`config.mk`:
```
export PLATFORM = sky130hd
export DESIGN_NAME = fcmp_arbiter
export DESIGN_NICKNAME = d
export VERILOG_FILES = /design/src/rtl/fcmp_arbiter.sv
export SDC_FILE = /design/constraint.sdc
export NUM_CORES = 1
export LEC_CHECK = 0
export CELL_PAD_IN_SITES_DETAIL_PLACEMENT = 1
export CELL_PAD_IN_SITES_GLOBAL_PLACEMENT = 1
export CORE_ASPECT_RATIO = 1.5
export CORE_UTILIZATION = 25
export DETAILED_ROUTE_END_ITERATION = 10
export PLACE_DENSITY_LB_ADDON = 0.1
export SYNTH_ARGS = -nofsm -noshare
export SYNTH_HDL_FRONTEND = slang
export SYNTH_SLANG_ARGS = --single-unit
```
`constraint.sdc`:
```
create_clock -name clk -period 5.7 [get_ports clk]
set_input_delay 0.57 -clock clk [delete_from_list [all_inputs] [get_ports clk]]
set_output_delay 0.57 -clock clk [all_outputs]
set_load 0.005 [all_outputs]
```
`src/rtl/fcmp_arbiter.sv`:
```
// fcmp_arbiter: round-robin arbiter sharing one registered IEEE-754 single compare between
// a branch resolver (port 0) and an FPU compare-to-rd path (port 1).
// Ports:
//   clk, rstn                 clock (rising edge), synchronous active-low reset
//   req_valid[1:0]            per-port request valid
//   req_ready[1:0]            per-port accept, one-hot or zero
//   req_func3[3p+:3]          per-port op: FBEQ, FBNE, FBLT, anything else = GE
//   req_rs1/req_rs2[32p+:32]  per-port operands
//   req_tag[TAG_W*p+:TAG_W]   per-port opaque tag, returned unchanged
//   resp_valid/resp_ready     result register handshake
//   resp_id, resp_result, resp_tag  held result fields
module fcmp_arbiter #(
    parameter int TAG_W = 5
) (
    input  logic             clk,
    input  logic             rstn,
    input  logic [1:0]       req_valid,
    output logic [1:0]       req_ready,
    input  logic [5:0]       req_func3,
    input  logic [63:0]      req_rs1,
    input  logic [63:0]      req_rs2,
    input  logic [2*TAG_W-1:0] req_tag,
    output logic             resp_valid,
    input  logic             resp_ready,
    output logic             resp_id,
    output logic             resp_result,
    output logic [TAG_W-1:0] resp_tag
);
    localparam logic [2:0] FUNC3_FBEQ = 3'b000;
    localparam logic [2:0] FUNC3_FBNE = 3'b001;
    localparam logic [2:0] FUNC3_FBLT = 3'b100;

    logic       rr_last;
    logic       slot;
    logic       sel;
    logic [1:0] gnt;

    function automatic logic fcmp(input logic [2:0] f, input logic [31:0] a, input logic [31:0] b);
        logic nan_a, nan_b, eq, lt;
        nan_a = a[30:23] == 8'hff && a[22:0] != 23'd0;
        nan_b = b[30:23] == 8'hff && b[22:0] != 23'd0;
        eq = a == b || {a, b} == {32'h0000_0000, 32'h8000_0000} || {a, b} == {32'h8000_0000, 32'h0000_0000};
        // -0 < +0 must be false; same-sign magnitudes order as unsigned, reversed when negative
        lt = nan_a || nan_b || {a, b} == {32'h8000_0000, 32'h0000_0000} ? 1'b0 :
             a[31] != b[31] ? a[31] :
             a[31] ? a[30:0] > b[30:0] : a[30:0] < b[30:0];
        fcmp = f == FUNC3_FBEQ ? eq : f == FUNC3_FBNE ? !eq : f == FUNC3_FBLT ? lt : !lt;
    endfunction

    // slot never looks at resp_ready while the register is empty
    always_comb begin
        slot = !resp_valid || resp_ready;
        gnt = !rstn || !slot ? 2'b00 : &req_valid ? (rr_last ? 2'b01 : 2'b10) : req_valid;
        sel = gnt[1];
        req_ready = gnt;
    end

    always_ff @(posedge clk) begin
        if (!rstn) begin
            resp_valid  <= 1'b0;
            resp_id     <= 1'b0;
            resp_result <= 1'b0;
            resp_tag    <= '0;
            rr_last     <= 1'b1;
        end else if (|gnt) begin
            resp_valid  <= 1'b1;
            resp_id     <= sel;
            resp_result <= fcmp(req_func3[3*sel+:3], req_rs1[32*sel+:32], req_rs2[32*sel+:32]);
            resp_tag    <= req_tag[TAG_W*sel+:TAG_W];
            rr_last     <= sel;
        end else if (resp_ready) begin
            resp_valid  <= 1'b0;
        end
    end
endmodule

```
==> flow_metrics.env <==
export IMPL_hpwl_um=10700
export IMPL_slew_headroom_pct=53.9
export IMPL_io_pins=159
export IMPL_rsz0062_at_grt="no"
export IMPL_seqPwrFrac_pct=14.2
export IMPL_synthTopCellsByArea="nand2_1 14%, mux2i_1 12%, ha_1 11%, nor4_1 7.0%, dfxtp_1 7.0%"
export IMPL_clk_latency_ns=0.23
export IMPL_synth_top_area_cell="nand2_1"
export IMPL_synthToLayoutAreaGrowth_pct=68.9
export IMPL_met1_length_um=4140
export IMPL_nFillCells=1259
export IMPL_maxCapViolations=0
export IMPL_die_area_um2=10800
export IMPL_ir_drop_v=0.0000586
export IMPL_critPathMaxStageDelay_ns=0.61
export IMPL_cts_tree="yes"
export IMPL_gr_total_overflow=0
export IMPL_syn_area_um2=2580
export IMPL_core_um2=10100
export IMPL_slew_violations=0
export IMPL_start_util_pct=25.6
export IMPL_clk_pin_slew_ns=0.04
export IMPL_cp_data_arrival_time_ns=4.92
export IMPL_final_setup_tns_ns=0
export IMPL_syn_inst=383
export IMPL_endpoint_kind="flop"
export IMPL_wire_per_inst_um=18.3
export IMPL_routabilityCongestion=0.874
export IMPL_antenna_left=0
export IMPL_io_buffers=158
export IMPL_drive_gt1_share_pct=2.99
export IMPL_htreeDepth=1
export IMPL_yosysWarnings=0
export IMPL_drt_wl_total_um=11900
export IMPL_ys_seq_area_share_pct=6.97
export IMPL_setup_viol=0
export IMPL_synth_main_ff_cell="dfxtp_1"
export IMPL_fin_crit_sh_pct=84.5
export IMPL_async_flop_share_pct=0
export IMPL_antenna_found_initial=0
export IMPL_topRoutingLayerUsed="met4"
export IMPL_clk_path_buf_depth=2
export IMPL_power_frac_comb_pct=61.2
export IMPL_worst_slew_pin_slew_ns=0.691
export IMPL_synth_fp_nets=555
export IMPL_gr_usage_all_layers_pct=22.1
export IMPL_cpMaxStageDelayCell="clkdlybuf4s50_1"
export IMPL_cp_buffers_inverters=2
export IMPL_num_vias=3546
export IMPL_fmax_ghz=0.208
export IMPL_nets=708
export IMPL_post_route_min_period_ns=4.82
export IMPL_fin_skew_ns=0.00227
export IMPL_grt_pass1_wl_um=18900
export IMPL_n_antenna_cell=0
export IMPL_min_path_type="flop to flop"
export IMPL_die_h_um=127
export IMPL_seq_area_um2=180
export IMPL_avgSynthCellArea_um2=6.75
export IMPL_route_met2_wl_um=7110
export IMPL_grt_pass1_vias=3903
export IMPL_crit_path_cell_trace="clkdlybuf4s50_1 > a21boi_4 > nand3_4 > inv_2 > mux2_1 > ha_1 > nand3_1 > nor4_2 > o2111ai_1 > a2111o_1 > o32a_1 > mux2i_1 > a2111oi_0 > a31oi_1"
export IMPL_p_int_w=0.000335
export IMPL_synth_cell_type_count=60
export IMPL_drc=0
export IMPL_ys_ff_latch=9
export IMPL_drt_iter0_drc=53
export IMPL_cts_resized=0
export IMPL_synth_edf_count=0
export IMPL_crit_family="compound AO/OA/AOI/OAI gates"
export IMPL_critPathKind="primary input to flop"
export IMPL_dr_pass1_iters=6
export IMPL_die_w_um=85.0
export IMPL_required_ns=5.80
export IMPL_multi_input_area_um2=2290
export IMPL_p_leak_nw=1.79
export IMPL_wl_met3_um=350
export IMPL_switching_share_pct=34.1
export IMPL_grt_max_degree=46
export IMPL_vias_per_cell=5.44
export IMPL_start_kind="primary input"
export IMPL_layout_commonest_cell="clkdlybuf4s50_1"
export IMPL_netlist_area_leader_share_pct=13.5
export IMPL_clock_sinks=9
export IMPL_switchingPower_w=0.000173
export IMPL_cp_max_fo=19
export IMPL_rows=45
export IMPL_fin_util_pct=43.3
export IMPL_final_cell_mix="158 x clkdlybuf4s50_1, 93 x nand2_1, 30 x mux2i_1"
export IMPL_power_w=0.000508
export IMPL_p_clk_share_pct=24.6
export IMPL_cts_buffers=3
export IMPL_status="completed"
export IMPL_holdBufCountCts=0
export IMPL_clk_root_buffer_cell="clkbuf_16"
export IMPL_p_per_area_nw_per_um2=117
export IMPL_hold_viol_final=0
export IMPL_cts_setup_buffers=0
synthesized netlist by cell type, types with 2 or more instances:
cell type,n
a211oi_1,3
a21o_1,4
a21oi_1,9
a311oi_1,5
a31oi_1,2
and2_1,2
and4_1,2
buf_1,5
buf_2,4
clkbuf_1,3
dfxtp_1,9
ha_1,23
inv_1,11
maj3_1,4
mux2_2,2
mux2i_1,30
nand2_1,93
nand2b_1,10
nand3_1,10
nand4_1,18
nor2_1,21
nor2b_1,11
nor3_1,14
nor4_1,29
o2111a_1,2
o2111ai_1,5
o211ai_1,4
o21ai_0,6
o221ai_1,2
o31ai_1,5
xnor2_1,5
xor2_1,2
layout make-up:
| cell class | count | share of cell area [%] |
|---|---|---|
| Timing Repair Buffer | 161 | 37.0 |
| Tap cell | 117 | 3.35 |
| Multi-Input combinational cell | 348 | 52.6 |
| Inverter | 13 | 1.12 |
| Sequential cell | 9 | 4.13 |
| Clock buffer | 4 | 1.81 |
kinds of logic after synthesis:
family,synth area share (%)
and+or+nand+nor,41.7
AOI/OAI and AO/OA,19.1
DFF,6.97
muxes,12.9
adders and majority gates,12.7
buffers and inverters,4.26
xor gates and xnor gates,2.37
per-stage QoR:
stage | instances | hold slack [ns] | instance area [um2] | setup WS (ns)
after floorplan | 383 | 0.450 | 2580 | 1.51
after global placement | 648 | 0.444 | 4290 | 0.760
after detailed placement | 648 | 0.462 | 4290 | 0.585
after CTS | 652 | 0.470 | 4360 | 0.832
after global routing | 652 | 0.490 | 4360 | 0.578
final | 652 | 0.462 | 4360 | 0.883
final timing paths:
check	start	endpoint	cells past startpoint	slack [ns]
worst max register to register	resp_valid	resp_result	13	1.49
worst min-delay path	resp_id	resp_id	2	0.46
worst min register to register	resp_id	resp_id	2	0.46
worst max-delay path	rstn	resp_result	14	0.88
layer usage:
metal | vias up | track usage, %
li1 | 1756 | -
met4 | 0 | 7.98
met3 | 20 | 1.17
met2 | 103 | 47.6
met1 | 1667 | 21.0
met5 | - | 0
worst min-delay path, delay by kind of cell (launching register included):
family | cells | cell delay [ns]
flip-flops | 1 | 0.30
AND/OR/NAND/NOR | 2 | 0.11
flip-flops by register name, summed over array words and instances (netlist names):
signal,flops
resp_result,1
rr_last,1
resp_id,1
resp_tag,5
resp_valid,1
power groups by stage:
stage | combinational [W] | clock, W | sequential, W
finish | 0.000311 | 0.000125 | 0.0000722
CTS | 0.000315 | 0.000128 | 0.0000722
detailed placement | 0.000313 | 0 | 0.0000732
global route | 0.000341 | 0.000131 | 0.0000728
floorplan | 0.000134 | 0 | 0.0000733
global placement | 0.000308 | 0 | 0.0000729
Note: power is estimated with default switching activity, not from simulation.
